$ cat src/rtl/vga_layer_mixer.sv
// -----------------------------------------------------------------------------
// vga_layer_mixer
//
// Three-stage pixel compositor. Per-layer colour indices are blink-masked,
// reduced to one winning index (max-index or lowest-layer-priority), then
// looked up in a frame-synchronised, runtime-writable palette.
//
// Ports:
//   clk          system clock
//   rst          synchronous active-low reset
//   pix_en       pixel strobe; pipeline advances only when 1
//   valid        visible-area flag, travels with the pixel
//   frame_start  one-cycle pulse at start of vertical blank
//   layer_id     LAYERS packed indices, layer k at [k*IDW +: IDW]
//   blink_mask   per-layer blink enable
//   mode         0 = max index wins, 1 = lowest non-zero layer wins
//   pal_we       shadow palette write strobe
//   pal_addr     shadow palette entry
//   pal_data     12-bit RGB for the shadow entry
//   rgb          {R,G,B} output, 4 bits each
//   rgb_valid    valid aligned with rgb
// -----------------------------------------------------------------------------
module vga_layer_mixer #(
    parameter int LAYERS       = 13,
    parameter int IDW          = 3,
    parameter int BLINK_FRAMES = 30
) (
    input  logic                  clk,
    input  logic                  rst,
    input  logic                  pix_en,
    input  logic                  valid,
    input  logic                  frame_start,
    input  logic [LAYERS*IDW-1:0] layer_id,
    input  logic [LAYERS-1:0]     blink_mask,
    input  logic                  mode,
    input  logic                  pal_we,
    input  logic [IDW-1:0]        pal_addr,
    input  logic [11:0]           pal_data,
    output logic [11:0]           rgb,
    output logic                  rgb_valid
);

    localparam int DEPTH = 1 << IDW;
    localparam int FCW   = (BLINK_FRAMES > 1) ? $clog2(BLINK_FRAMES) : 1;
    localparam logic [FCW-1:0] FC_LAST = FCW'(BLINK_FRAMES - 1);

    // Power-on colour table shared by both palette banks.
    function automatic logic [11:0] pal_default(input int idx);
        case (idx)
            0:       return 12'hFFF;
            1:       return 12'h0FF;
            2:       return 12'hF00;
            3:       return 12'h0F0;
            4:       return 12'h000;
            default: return 12'h00F;
        endcase
    endfunction

    // Palette banks
    logic [11:0] shadow_q [DEPTH];
    logic [11:0] shadow_d [DEPTH];
    logic [11:0] active_q [DEPTH];

    // Blink state
    logic [FCW-1:0] frame_cnt_q, frame_cnt_d;
    logic           blink_phase_q, blink_phase_d;

    // Pipeline stages
    logic [LAYERS*IDW-1:0] s1_id_q, s1_id_d;
    logic                  s1_valid_q;
    logic [IDW-1:0]        s2_win_q, s2_win_d;
    logic                  s2_valid_q;
    logic [11:0]           rgb_q, rgb_d;
    logic                  rgb_valid_q;

    // Shadow bank next state. The commit on frame_start copies shadow_d, so a
    // write landing in the same cycle is already part of the committed copy.
    always_comb begin
        // NOTE: every always_comb target gets a default first; a path that
        // leaves it unassigned would infer a latch.
        shadow_d = shadow_q;
        if (pal_we) begin
            shadow_d[pal_addr] = pal_data;
        end
    end

    // Frame counter and blink phase.
    always_comb begin
        frame_cnt_d   = frame_cnt_q;
        blink_phase_d = blink_phase_q;
        if (frame_start) begin
            if (frame_cnt_q == FC_LAST) begin
                frame_cnt_d   = '0;
                blink_phase_d = ~blink_phase_q;
            end else begin
                frame_cnt_d = frame_cnt_q + 1'b1;
            end
        end
    end

    // Stage 1: blanked layers become transparent during the off phase.
    always_comb begin
        s1_id_d = layer_id;
        for (int k = 0; k < LAYERS; k++) begin
            if (blink_mask[k] && blink_phase_q) begin
                s1_id_d[k*IDW +: IDW] = '0;
            end
        end
    end

    // Stage 2: reduction. Mode 1 scans from the top layer down so the
    // lowest-numbered non-zero layer is the last to overwrite the winner.
    always_comb begin
        s2_win_d = '0;
        if (mode) begin
            for (int k = LAYERS - 1; k >= 0; k--) begin
                if (s1_id_q[k*IDW +: IDW] != '0) begin
                    s2_win_d = s1_id_q[k*IDW +: IDW];
                end
            end
        end else begin
            for (int k = 0; k < LAYERS; k++) begin
                if (s1_id_q[k*IDW +: IDW] > s2_win_d) begin
                    s2_win_d = s1_id_q[k*IDW +: IDW];
                end
            end
        end
    end

    // Stage 3: palette lookup, blanked outside the visible area.
    always_comb begin
        rgb_d = s2_valid_q ? active_q[s2_win_q] : 12'h000;
    end

    // NOTE: sequential state uses non-blocking assignments so every register
    // samples pre-edge values regardless of statement order.
    always_ff @(posedge clk) begin
        if (!rst) begin
            // NOTE: the palette banks are reset explicitly because their
            // power-on contents are a defined colour table, not don't-cares.
            for (int i = 0; i < DEPTH; i++) begin
                shadow_q[i] <= pal_default(i);
                active_q[i] <= pal_default(i);
            end
            frame_cnt_q   <= '0;
            blink_phase_q <= 1'b0;
            s1_id_q       <= '0;
            s1_valid_q    <= 1'b0;
            s2_win_q      <= '0;
            s2_valid_q    <= 1'b0;
            rgb_q         <= 12'h000;
            rgb_valid_q   <= 1'b0;
        end else begin
            for (int i = 0; i < DEPTH; i++) begin
                shadow_q[i] <= shadow_d[i];
                if (frame_start) begin
                    active_q[i] <= shadow_d[i];
                end
            end
            frame_cnt_q   <= frame_cnt_d;
            blink_phase_q <= blink_phase_d;
            if (pix_en) begin
                s1_id_q     <= s1_id_d;
                s1_valid_q  <= valid;
                s2_win_q    <= s2_win_d;
                s2_valid_q  <= s1_valid_q;
                rgb_q       <= rgb_d;
                rgb_valid_q <= s2_valid_q;
            end
        end
    end

    assign rgb       = rgb_q;
    assign rgb_valid = rgb_valid_q;

endmodule
$ cat config.mk
export PLATFORM = sky130hd
export DESIGN_NAME = vga_layer_mixer
export DESIGN_NICKNAME = d
export VERILOG_FILES = /design/src/rtl/vga_layer_mixer.sv
export SDC_FILE = /design/constraint.sdc
export NUM_CORES = 1
export LEC_CHECK = 0
export ABC_AREA = 1
export BUFFER_PORTS_ARGS = -buffer_cell sky130_fd_sc_hd__buf_2
export CAP_MARGIN = 40
export CORE_ASPECT_RATIO = 0.8
export CORE_UTILIZATION = 60
export CTS_BUF_LIST = sky130_fd_sc_hd__clkbuf_16
export DETAILED_ROUTE_END_ITERATION = 10
export PLACE_DENSITY = 0.76
export SKIP_CTS_REPAIR_TIMING = 1
export SLEW_MARGIN = 20
export SYNTH_ARGS = -nofsm -noshare
export SYNTH_HDL_FRONTEND = slang
export SYNTH_SLANG_ARGS = --single-unit
$ cat constraint.sdc
create_clock -name clk -period 21.6 [get_ports clk]
set_clock_uncertainty 0.1 [all_clocks]
set_input_delay 6.48 -clock clk [delete_from_list [all_inputs] [get_ports clk]]
set_output_delay 6.48 -clock clk [all_outputs]
set_load 0.05 [all_outputs]
==> results.sh <==
export IMPL_synth_ff_type="dfxtp_1"
export IMPL_synthAdderAreaFrac=0.0398
export IMPL_die_area_sq_um=20500
export IMPL_fin_nets=1657
export IMPL_status="complete, no violations"
export IMPL_dp_hpwl_microns=19100
export IMPL_clk_pin_slew_ns=0.06
export IMPL_critical_path_class="flop to flop"
export IMPL_slew_violations=0
export IMPL_firstDrtPassIters=5
export IMPL_crit_path_top_delay_cell="dfxtp_1"
export IMPL_fillers=1533
export IMPL_synth_top_family_by_area="simple AND/OR/NAND/NOR gates"
export IMPL_postSynthAreaPerCell_sq_um=8.05
export IMPL_drc=0
export IMPL_syn_cell_area_sq_um=11900
export IMPL_hold_viol_final=0
export IMPL_drt_wirelength_per_cell_microns=15.9
export IMPL_clkLatencyLatePin_ns=0.52
export IMPL_cts_root_buf="clkbuf_16"
export IMPL_crit_path_frequent_cell="nand2_1"
export IMPL_drive_above_1_share=0.100
export IMPL_drt_iter0_drc=894
export IMPL_synth_compound_gate_area_share=0.118
export IMPL_ys_seq_area_frac=0.513
export IMPL_start_util=0.620
export IMPL_rows=45
export IMPL_syn_num_nets=1596
export IMPL_place_area_sq_um=12600
export IMPL_synthMuxAreaShare=0
export IMPL_ant_nets=0
export IMPL_arrival_ns=13.11
export IMPL_syn_inst=1484
export IMPL_vias_per_cell=5.54
export IMPL_diodes=0
export IMPL_grt_max_degree=77
export IMPL_portBuffers=86
export IMPL_area_delta_synth_final_pct=12.8
export IMPL_synthXorXnorAreaFrac=0.00220
export IMPL_period_needed_ns=12.79
export IMPL_path_max_fanout=5
export IMPL_yosys_warnings=0
export IMPL_cts_sinks=258
export IMPL_grt_pass1_vias=9310
export IMPL_antenna_found_initial=0
export IMPL_crit_path_end_kind="flop"
export IMPL_finalCritPeriodShare=0.592
export IMPL_synth_edf_count=96
export IMPL_finalSetupViolCount=0
export IMPL_netlist_cell_type_count=34
export IMPL_rsz0062_at_grt="no"
export IMPL_finalSetupTns_ns=0
export IMPL_design_area_sq_um=13500
export IMPL_cts_tree="yes"
export IMPL_core_area_sq_um=19300
export IMPL_required_ns=21.92
export IMPL_die_h_microns=128
export IMPL_fp_dieW_microns=160
export IMPL_ys_async_sr_fraction=0
export IMPL_synth_simple_area_share=0.250
export IMPL_vias=10100
export IMPL_grt_overflow_total=0
export IMPL_worst_slew_pin_transition_ns=0.815
export IMPL_maxCapViolCount=0
export IMPL_clock_fmax_mhz=78.2
export IMPL_ys_seq_elements=258
export IMPL_maxSlewHeadroom=0.456
export IMPL_ios=87
export IMPL_gr_usage_all_layers=0.287
export IMPL_htree_levels=1
export IMPL_clock_path_buffers=3
export IMPL_place_congestion=0.845
export IMPL_wl_microns=28900
export IMPL_worstHoldPathType="flop to flop"
export IMPL_grt_first_pass_wirelength_microns=47000
export IMPL_start_kind="flop"
export IMPL_cts_buffers=25
export IMPL_max_stage_delay_ns=0.39
==> placed cells by master, fill, tap and decap left out, drive strengths merged <==
cell      synthesis  routed
clkbuf           67      26
o22ai            12      12
ha               38      38
xor2              2       2
nand3            56      56
nor4             40      40
clkinv            2      12
o21ai           116     116
edfxtp           96      96
dfxtp           162     162
inv             169     173
nor3             52      52
o21a              1       1
buf               3     104
a31oi            14      14
nand4             1       1
and2             15      15
xnor2             1       1
o2111ai          12      12
nor2            175     175
nand3b            3       3
clkinvlp          0       1
o211ai           42      42
and3b             1       1
a21oi            46      46
bufinv            1       5
nand2           357     357
==> stage by stage <==
stage	utilization	instances	setup slack (ns)	hold WS, ns
floorplan	-	1484	10.38	0.345
global placement	0.650	1769	9.71	0.347
detailed placement	0.655	1774	9.07	0.350
CTS	0.699	1819	8.96	0.360
global route	0.700	1821	7.35	0.382
finish	0.700	1821	8.81	0.361
==> cell type report <==
cell class              instances  area, sq um  share of cell area
clock inverters                19          194              0.0144
repair buffers                104          621              0.0461
multi-input cells             984         4900               0.364
well taps                     258          323              0.0240
flip-flops and latches        258         6130               0.455
clock buffers                  26          651              0.0483
inverters                     172          659              0.0489
==> layer usage <==
layer | vias up | part of all wire | global-route usage
li1 | 5053 | - | -
met1 | 4663 | 0.48 | 0.424
met2 | 331 | 0.43 | 0.445
met3 | 45 | 0.070 | 0.0398
met4 | 0 | 0.022 | 0.0713
met5 | - | 0 | 0
==> cells by family after synthesis <==
group / Yosys count
buffers and inverters: 242
DFF: 258
adders and majority gates: 38
AOI/OAI and AO/OA: 243
and+or+nand+nor: 700
xor gates and xnor gates: 3
==> final timing paths <==
check / cells past startpoint / slack, ns / from / endpoint
hold reg to reg: 2 / 0.36 / rgb_valid / rgb_valid
hold / removal: 2 / 0.36 / rgb_valid / rgb_valid
setup / recovery: 91 / 8.81 / s1_id_q[2] / flop
setup reg to reg: 91 / 8.81 / s1_id_q[2] / flop
==> critical path: cells and delay by family (launching register included) <==
family	cells	cell delay, ns
and+or+nand+nor	41	3.99
buffers and inverters	16	1.17
adders and majority gates	12	3.53
DFF	1	0.39
AOI/OAI and AO/OA	22	3.44
==> state kept, by name (all words and copies together), names as in the netlist, named ones only <==
signal,flops
active_q,96
blink_phase_q,1
frame_cnt_q,5
rgb,12
rgb_valid,1
s1_id_q,39
s1_valid_q,1
s2_valid_q,1
s2_win_q,3
shadow_q,96
==> cell usage after synthesis (all sizes together) (2+ instances only) <==
cell     number  area share
clkbuf       67       0.021
nor3         52       0.026
nand3        56       0.025
xor2          2      0.0015
ha           38       0.040
o2111ai      12      0.0088
nor4         40       0.021
clkinv        2     0.00063
inv         169       0.053
o22ai        12      0.0063
dfxtp       162        0.27
o211ai       42       0.026
nand3b        3      0.0019
edfxtp       96        0.24
o21ai       116       0.049
nor2        175       0.055
and2         15      0.0079
nand2       357        0.11
buf           3      0.0012
a31oi        14      0.0073
a21oi        46       0.019
Power is left out: the tool's default activity adds up to more than one toggle a clock period on the data nets, which glitch-free logic cannot reach.
